--- src/rtl/plot_fifo.sv ---
`default_nettype none
// +--------------------------------------------------------------------------+
// | plot_fifo: clips plot requests to 160x120, buffers survivors for the VGA |
// | write port, and delays done until every buffered pixel is written.      |
// | Revision: 1.0                                                            |
// +--------------------------------------------------------------------------+
module plot_fifo #(
  parameter int DEPTH = 8
) (
  input  logic       clk,
  input  logic       rst_n,
  input  logic       clear,
  input  logic [7:0] in_x,
  input  logic [6:0] in_y,
  input  logic [2:0] in_colour,
  input  logic       in_plot,
  input  logic       in_done,
  output logic [7:0] vga_x,
  output logic [6:0] vga_y,
  output logic [2:0] vga_colour,
  output logic       vga_plot,
  input  logic       vga_ready,
  output logic       done,
  output logic       full,
  output logic [7:0] clip_count,
  output logic [7:0] drop_count
);

  localparam int c_aw = $clog2(DEPTH);
  localparam logic [c_aw:0] c_depth = (c_aw + 1)'(DEPTH);

  typedef enum logic [1:0] {
    S_EMPTY   = 2'd0,
    S_FILLING = 2'd1,
    S_FULL    = 2'd2
  } state_t;

  state_t          r_state;
  logic [17:0]     r_mem [DEPTH];
  logic [c_aw-1:0] r_wr;
  logic [c_aw-1:0] r_rd;
  logic [c_aw:0]   r_count;
  logic [7:0]      r_clip;
  logic [7:0]      r_drop;
  logic            r_seen;
  logic            r_done;

  logic            w_on_screen;
  logic            w_pop;
  logic            w_slot;
  logic            w_push;
  logic            w_clip;
  logic            w_drop;
  logic [c_aw:0]   w_count_next;
  logic [17:0]     w_head;

  assign w_on_screen = (in_x < 8'd160) && (in_y < 7'd120);
  assign w_pop       = vga_plot && vga_ready;
  // A full FIFO still takes a push when the head leaves in the same cycle.
  assign w_slot      = (r_count != c_depth) || w_pop;
  assign w_push      = in_plot && w_on_screen && w_slot;
  assign w_clip      = in_plot && !w_on_screen;
  assign w_drop      = in_plot && w_on_screen && !w_slot;

  always_comb begin
    w_count_next = r_count;
    case ({w_push, w_pop})
      2'b10:   w_count_next = r_count + (c_aw + 1)'(1);
      2'b01:   w_count_next = r_count - (c_aw + 1)'(1);
      default: w_count_next = r_count;
    endcase
  end

  always_ff @(posedge clk) begin
    if (!rst_n || clear) begin
      r_state <= S_EMPTY;
      r_wr    <= '0;
      r_rd    <= '0;
      r_count <= '0;
      r_clip  <= 8'd0;
      r_drop  <= 8'd0;
      r_seen  <= 1'b0;
      r_done  <= 1'b0;
    end else begin
      if (w_push) r_wr <= r_wr + c_aw'(1);
      if (w_pop)  r_rd <= r_rd + c_aw'(1);
      r_count <= w_count_next;
      if (w_count_next == '0)
        r_state <= S_EMPTY;
      else if (w_count_next == c_depth)
        r_state <= S_FULL;
      else
        r_state <= S_FILLING;
      if (w_clip && r_clip != 8'hFF) r_clip <= r_clip + 8'd1;
      if (w_drop && r_drop != 8'hFF) r_drop <= r_drop + 8'd1;
      // done uses the pre-edge view so it lands one edge after the last pop.
      r_done <= r_done || (r_seen && (r_state == S_EMPTY) && !in_plot);
      r_seen <= r_seen || in_done;
    end
  end

  always_ff @(posedge clk) begin
    if (rst_n && !clear && w_push)
      r_mem[r_wr] <= {in_x, in_y, in_colour};
  end

  assign w_head     = r_mem[r_rd];
  assign vga_plot   = (r_state != S_EMPTY);
  assign full       = (r_state == S_FULL);
  assign vga_x      = vga_plot ? w_head[17:10] : 8'd0;
  assign vga_y      = vga_plot ? w_head[9:3]   : 7'd0;
  assign vga_colour = vga_plot ? w_head[2:0]   : 3'd0;
  assign done       = r_done;
  assign clip_count = r_clip;
  assign drop_count = r_drop;

endmodule
`default_nettype wire

--- config.mk ---
export PLATFORM = sky130hd
export DESIGN_NAME = plot_fifo
export DESIGN_NICKNAME = d
export VERILOG_FILES = /design/src/rtl/plot_fifo.sv
export SDC_FILE = /design/constraint.sdc
export NUM_CORES = 1
export LEC_CHECK = 0
export CORE_MARGIN = 2
export CORE_UTILIZATION = 40
export CTS_BUF_LIST = sky130_fd_sc_hd__clkbuf_16
export DETAILED_ROUTE_END_ITERATION = 12
export PLACE_DENSITY_LB_ADDON = 0.25
export SLEW_MARGIN = 20
export SYNTH_ARGS = -nofsm -noshare
export SYNTH_HDL_FRONTEND = slang
export SYNTH_SLANG_ARGS = --single-unit
--- constraint.sdc ---
create_clock -name clk -period 8.7 [get_ports clk]
set_input_delay 1.74 -clock clk [delete_from_list [all_inputs] [get_ports clk]]
set_output_delay 1.74 -clock clk [all_outputs]
set_load 0.05 [all_outputs]
Yosys cells after proc, flatten, opt, wreduce, memory -nomap -nowiden
Memories as Yosys holds them, arrays and structs flattened. A register that Yosys moved wholly into a read port is not among the register bits.
Index checks and enable logic that the tools add are counted.
{ "word_totals": {"n_memories": 1, "input_bits": 24, "out_inout_bits": 37, "mem_bits_rw": 144, "latchBits": 0, "romBits": 0, "regBits": 30} }
{ "op_classes": {"div_mod_pow": 0, "order_cmp": 2, "muxes": 9, "n_reduce_logical": 25, "n_mul": 0, "eq_ne": 7, "addsub": 6, "n_bitwise": 0, "shifts": 0} }
{ "mem_list": {"columns": ["memory", "words", "word_bits", "rd", "rd_clocked_by_memory_dff", "write_ports", "line_no", "text"], "rows": [
  ["r_mem", 8, 18, 1, 1, 1, "39", "logic [17:0] r_mem [DEPTH];"]
]} }
{ "ops": {"columns": ["operator", "n"], "rows": [
  ["$add 8x1->8 const B", 2],
  ["$ne 8x8->1 const B", 2],
  ["$logic_and 1x1->1", 12],
  ["$mux 3", 3],
  ["$lt 8x8->1 const B", 1],
  ["$mux 8", 1],
  ["$pmux 4 s2", 1],
  ["$lt 7x7->1 const B", 1],
  ["$mux 7", 1],
  ["$add 3x1->3 const B", 2],
  ["$logic_not 1->1", 5],
  ["$add 4x1->4 const B", 1],
  ["$eq 2x2->1 const B", 2],
  ["$eq 4x4->1 const B", 1],
  ["$logic_not 4->1", 1],
  ["$logic_or 1x1->1", 4],
  ["$ne 4x4->1 const B", 1],
  ["$sub 4x1->4 const B", 1],
  ["$eq 2x1->1 const B", 1],
  ["$logic_not 2->1", 1],
  ["$mux 1", 2],
  ["$mux 2", 1],
  ["$reduce_bool 2->1", 1],
  ["$reduce_or 2->1", 1]
]} }

Depth between registers and ports, before layout
Gate-level depths: netlist of the first run.
{ "logic_depth": {"depth_word": 8, "depth_mapped": 10, "ltp_nobuf": 10} }

Least setup slack after synthesis of the first run
Ideal clock, no wire load.
{ "synth_timing": {"path_type": "input port to flip-flop", "start": "input in_x[6]", "end": "memory r_mem[0][0], enable pin", "path_slack_ns": 4.333, "stages": 6, "required_time_ns": 8.284, "arrival_ns": 3.951, "cell_sequence": "o21ai_1 -> and3_1 -> buf_6 -> nand2_1 -> or3_1 -> nor3_1"} }
{ "synth_via": {"elab_chain_cells": 7} }
{ "synth_rtl": {"columns": ["element", "line_no", "text"], "rows": [
  ["from (decl)", "13", "input logic [7:0] in_x,"],
  ["$lt 8x8->1", "57", "assign w_on_screen = (in_x < 8'd160) && (in_y < 7'd120);"],
  ["$logic_and 1x1->1", "57", null],
  ["$logic_and 1x1->1 (2 in series)", "61", "assign w_push = in_plot && w_on_screen && w_slot;"],
  ["$logic_and 1x1->1", "103", "if (rst_n && !clear && w_push)"],
  ["$mux 1", "103", null],
  ["$mux 1 (implied by the code)", "104", "r_mem[r_wr] <= {in_x, in_y, in_colour};"],
  ["to (decl)", "39", null]
]} }
Every way passes these cells.

==> key figures, run 1 <==
Outcome
  – Status: finished clean

Clock network
  – CTS root buffer: clkbuf_16
  – Postcts setup bufs: 0
  – Num CTS Buffers: 17
  – Max Buffers Root-to-Sink: 2
  – Worst skew pair latency: about 420 ps
  – Sink Count: 177
  – H-tree lvl count: 4
  – Worst-path clk slew: around 60 ps
  – Number of hold buffers added after CTS: 0
  – TritonCTS clock tree: done
  – CTS resizes: 0

Critical path
  – Arrival @ worst endpoint: 2920 ps
  – Crit-path max FO: 36
  – Crit path required time: slightly below 7000 ps
  – Worst r2r src: r_state[1]
  – Endpoint class of the critical path: output port
  – Worst setup path class: reg2out
  – Setup crit start kind: register

Drt
  – Via density per instance: 5.13
  – Initial DRC count: approximately 190
  – Initial DRT Pass Iterations: 4
  – DR WL/cell: ~18 µm
  – Via count: between 3,000 and 4,000
  – # DRC: 0
  – Routed WL: between 10,000 and 15,000 µm
  – ANT nets after route: 0

Cells and area
  – FILL cells: around 1,500
  – Share of cells above drive strength 1: 18.5%
  – Non-Filler Instances: 728
  – Register area: 4990 µm²
  – Area occupied by multi-input gates: ~2000 µm²
  – # diodes: 0
  – Final Net Count: between 500 and 600
  – Syn-to-layout area delta: 22.0%

Synthesis
  – Most numerous cell in the Yosys netlist: edfxtp_1
  – Synth Area in Adders: about 1.3%
  – Mapped cell area: about 7100 µm²
  – Synthesized net count: between 400 and 500
  – Largest family of logic cells by synthesized area: multiplexers
  – Post-synth top cells: edfxtp_1, nor2_1, mux4_2
  – Post-Synth Simple-Gate Area: between 7 and 8%
  – Xor and xnor area share after synthesis: 1.61%
  – Mux cell area share after synthesis: 14.7%
  – Top FF cell, synth: edfxtp_1
  – Synth warn: 0
  – Ys async rst share: 0%
  – Post-synth top area cell: edfxtp_1
  – Synth area leaders: edfxtp_1, mux4_2, dfxtp_1
  – EDFF count, synth: roughly 140
  – Share of the synthesized area in the top cell type: between 60% and 70%
  – Syn Area/Cell: 17.0 µm²
  – Yosys reg bits: ~180
  – Mapped Cells: ~420
  – Synth unique cells: 45
  – Compound-Gate Fraction of Synth Area: under 10%
  – Seq/Total Area, Yosys: a little over two thirds

GRT
  – Gr ovfl total: 0
  – Initial antenna violation count: 0
  – Global Route Usage Sum: roughly 16%
  – First-pass GRT wire length: about 21,000 µm
  – Vias in the first global route: approximately 4,000
  – Largest net degree at the start of global routing: 37

Die
  – Die area: around 19,000 µm²
  – Site Rows: 48
  – Chip Width: 137 µm
  – CORE AREA: between 15,000 and 20,000 µm²
  – Die H: 137 µm
  – Ports: 61
  – Initial Util: 40.8%

Timing
  – Setup TNS: 0 ps
  – Max Fclk: 0.215 GHz
  – RSZ-0062 raised after global routing: no
  – Slew headroom: about 51%
  – Slew @ Worst Pin: approximately 730 ps
  – Final max-slew violation count: 0
  – Final min period: between 4000 and 5000 ps
  – Final hold violation count: 0
  – Tcrit/Tclk final: 53.5%
  – Final Skew: approximately 8.9 ps
  – Final number of setup-violating endpoints: 0

Power and ir drop
  – Power, Total: approximately 1.8 mW
  – Leakage: ~2.7 nW
  – PD cells: slightly above 200 nW/µm²
  – Maximum VDD drop: 139 µV

Run
  – Max-Cap Viols: 0

Place
  – # port buffers: 60
  – Post-DP HPWL: approximately 8000 µm
  – Placed cells: about 700
  – RD Place Congestion: 0.788

Min path
  – Hold Crit Start: done
  – Min-Delay Path Class: reg2reg
## routing by layer
metal	share of wire, %	vias up	track usage (%)
met5	0	-	0
met4	1.3	0	5.96
met2	49	81	25.3
met1	45	1880	20.3
met3	4.3	12	3.96
li1	-	1765	-
## registers in the layout (all words and copies together) (netlist names), named ones only
register,flops
r_rd,3
r_state,2
done,1
drop_count,8
clip_count,8
r_wr,3
r_mem,144
r_count,4
r_seen,1
## per-stage QoR
stage | cell area, µm² | hold WS (ps) | util (%) | setup slack [ps]
2_1_floorplan | 7050 | 439 | - | 4330
3_3_place_gp | 7970 | 450 | 46.1 | 4370
3_5_place_dp | 7970 | 466 | 46.1 | 4270
4_1_cts | 8600 | 487 | 49.7 | 3940
5_1_grt | 8600 | 503 | 49.7 | 3860
6_report | 8600 | 489 | 49.7 | 4040
## layout by cell type, fill, tap and decap left out, drive strengths merged, types with 2 or more instances in the layout
cell type | Yosys | routed
o31ai | 3 | 3
buf | 8 | 13
edfxtp | 144 | 144
inv | 12 | 15
dfxtp | 33 | 33
and4 | 2 | 2
mux2i | 21 | 21
clkdlybuf4s50 | 0 | 60
nand4 | 5 | 5
nor3 | 8 | 8
mux4 | 36 | 36
a21oi | 9 | 9
clkbuf | 9 | 23
xor2 | 5 | 5
nand2 | 15 | 15
clkinvlp | 0 | 2
or3 | 3 | 3
o21ai | 5 | 5
or4 | 5 | 5
a21o | 2 | 2
nand3 | 9 | 9
clkinv | 0 | 4
xnor2 | 8 | 8
and3 | 6 | 6
nor2b | 2 | 2
ha | 6 | 6
nor2 | 45 | 45
nand2b | 3 | 3
a211oi | 2 | 2
## where the power goes
| group | internal, mW | switching, mW |
|---|---|---|
| sequential | 0.919 | 0.00316 |
| clock | 0.468 | 0.305 |
| combinational | 0.0316 | 0.0479 |
| total | 1.42 | 0.356 |
## layout make-up
| cell class | instances | share of cell area (%) |
|---|---|---|
| Multi-Input combinational cell | 209 | 22.8 |
| Sequential cell | 177 | 58.0 |
| Clock buffer | 23 | 6.69 |
| Tap cell | 225 | 3.27 |
| Timing Repair Buffer | 73 | 8.12 |
| Inverter | 12 | 0.524 |
| Clock inverter | 9 | 0.684 |
## worst max-delay path: stages, from the launching register on
cell and delay, ps:
dfxtp_2 310, buf_4 560, mux4_2 600, mux2i_1 210, nor2_1 60, clkdlybuf4s50_1 710
## path summary, 6_finish.rpt
check	end	slack (ps)	cells past startpoint
hold / removal	done	490	2
setup reg to reg	r_state[1]	6440	9
hold reg to reg	done	490	2
setup / recovery	vga_x[7]	4040	5
## logic make-up (layout without fill, tap and decap cells)
kind of cell,Yosys count,count (layout)
DFF,177,177
AOI/OAI and AO/OA,26,26
xor gates and xnor gates,13,13
buffers and inverters,29,117
muxes,58,58
adders and majority gates,7,7
and+or+nand+nor,105,105
Power figures use the tool's default switching activity.
==> run 2: changes to the inputs <==
clock period = 4.5 ns   (was 8.7 ns; I/O delays follow)
==> key figures, run 2 (synthesis results as in run 1) <==
Timing
  – Tcrit/Tclk final: a little under nine tenths
  – Slew headroom: approximately two fifths
  – Max Fclk: 0.261 GHz
  – Final WS setup: approximately 670 ps
  – Final Skew: between 8 and 9 ps
  – Final hold violation count: 0
  – Final min period: between 3000 and 4000 ps
  – Slew @ Worst Pin: just over 900 ps
  – Final number of setup-violating endpoints: 0
  – Setup TNS: 0 ps
  – Final max-slew violation count: 0
  – RSZ-0062 raised after global routing: no

Die
  – Ports: 61
  – Die H: between 100 and 150 µm
  – Die area: between 15,000 and 20,000 µm²
  – CORE AREA: 17,300 µm²
  – Initial Util: between 40% and 50%
  – Chip Width: 137 µm
  – Site Rows: 48

Cells and area
  – Largest Register: r_mem
  – # diodes: 0
  – Commonest non-fill, non-tap cell in the layout: edfxtp_1
  – FILL cells: 1,454
  – Non-Filler Instances: about 730
  – Share of cells above drive strength 1: approximately 20%
  – Max FFs per register: 144
  – Syn-to-layout area delta: 22.2%
  – Post-route core utilization: 49.8%
  – Commonest cells after routing, fill and taps aside: edfxtp_1, clkdlybuf4s50_1, nor2_1
  – Final Net Count: ~530

Drt
  – # DRC: 0
  – Routed WL: roughly 14,000 µm
  – Via count: roughly 3,800
  – Initial DRT Pass Iterations: 4
  – Via density per instance: 5.20
  – DR WL/cell: around 19 µm
  – ANT nets after route: 0
  – Initial DRC count: around 270

GRT
  – Largest net degree at the start of global routing: 37
  – Global Route Usage Sum: between 15 and 20%
  – Vias in the first global route: 3,874
  – Initial antenna violation count: 0
  – First-pass GRT wire length: between 20,000 and 25,000 µm
  – Gr ovfl total: 0

Clock network
  – Worst-path clk slew: roughly 70 ps
  – CTS resizes: 0
  – Worst skew pair latency: roughly 420 ps
  – H-tree lvl count: 4
  – Num CTS Buffers: 17
  – Postcts setup bufs: 0
  – Sink Count: roughly 180
  – Number of hold buffers added after CTS: 0
  – Max Buffers Root-to-Sink: 2
  – TritonCTS clock tree: done
  – CTS root buffer: clkbuf_16

Place
  – Setup WS pre-CTS: roughly 850 ps
  – RD Place Congestion: 0.765
  – # port buffers: 60
  – Post-DP HPWL: roughly 8800 µm
  – Placed cells: 700

Critical path
  – Setup crit start kind: register
  – Crit path required time: 3600 ps
  – Slowest cell on crit path: clkdlybuf4s50_1
  – Arrival @ worst endpoint: between 2000 and 3000 ps
  – Worst setup path class: reg2out
  – Endpoint class of the critical path: output port
  – Critical path cell sequence: buf_4 -> mux4_2 -> mux2i_1 -> nor2_1 -> clkdlybuf4s50_1
  – Max incr delay on CP: ~720 ps
  – Crit-path max FO: 14

Power and ir drop
  – Leakage: approximately 2.7 nW
  – Maximum VDD drop: approximately 270 µV
  – PD cells: a little under 400 nW/µm²

Outcome
  – Status: finished clean

Min path
  – Min-Delay Path Class: reg2reg

Run
  – Max-Cap Viols: 0
==> run 2: stage by stage <==
stage,power (mW),hold slack [ps],area (µm²)
after CTS,3.44,483,8610
final,3.41,483,8620
after detailed placement,1.98,466,8010
after global routing,3.52,506,8620
after global placement,1.97,450,8010
after floorplan,1.90,439,7050
==> run 2: worst paths after layout <==
check              from          to  slack, ps  cells past startpoint
min reg2reg     r_rd[1]    register        480                      2
max reg2reg  r_state[1]  r_state[1]       2170                      9
min             r_rd[1]    register        480                      2
max            register    vga_x[6]        670                      5
==> run 2: area by class of cell <==
cell class / instances / area, µm² / area share, %
multi-input combinational: 209 / 1960 / 22.8
inverter: 12 / 45.0 / 0.523
clock buffer: 17 / 425 / 4.94
sequential: 177 / 4990 / 57.9
timing repair buffer: 77 / 741 / 8.60
clock inverter: 15 / 175 / 2.03
tap: 225 / 282 / 3.27
==> run 2: report_power, final <==
group	leakage [nW]	internal, mW	total (mW)	switching, mW
Sequential	1.56	1.78	1.78	0.00798
Clock	0.285	0.835	1.47	0.633
Combinational	0.867	0.0612	0.153	0.0920
==> run 2: critical path, delay by kind of cell, from the launching register on <==
family | cells | cell delay [ps]
DFF | 1 | 680
and+or+nand+nor | 1 | 60
buffers and inverters | 2 | 1050
muxes | 2 | 690
==> run 2: per-layer routing <==
layer / part of all wire [%] / vias to the layer above / track usage, %
met3: 3.9 / 6 / 3.81
met4: 0.57 / 0 / 5.50
li1: - / 1779 / -
met5: 0 / - / 0
met2: 51 / 79 / 26.1
met1: 45 / 1939 / 20.4
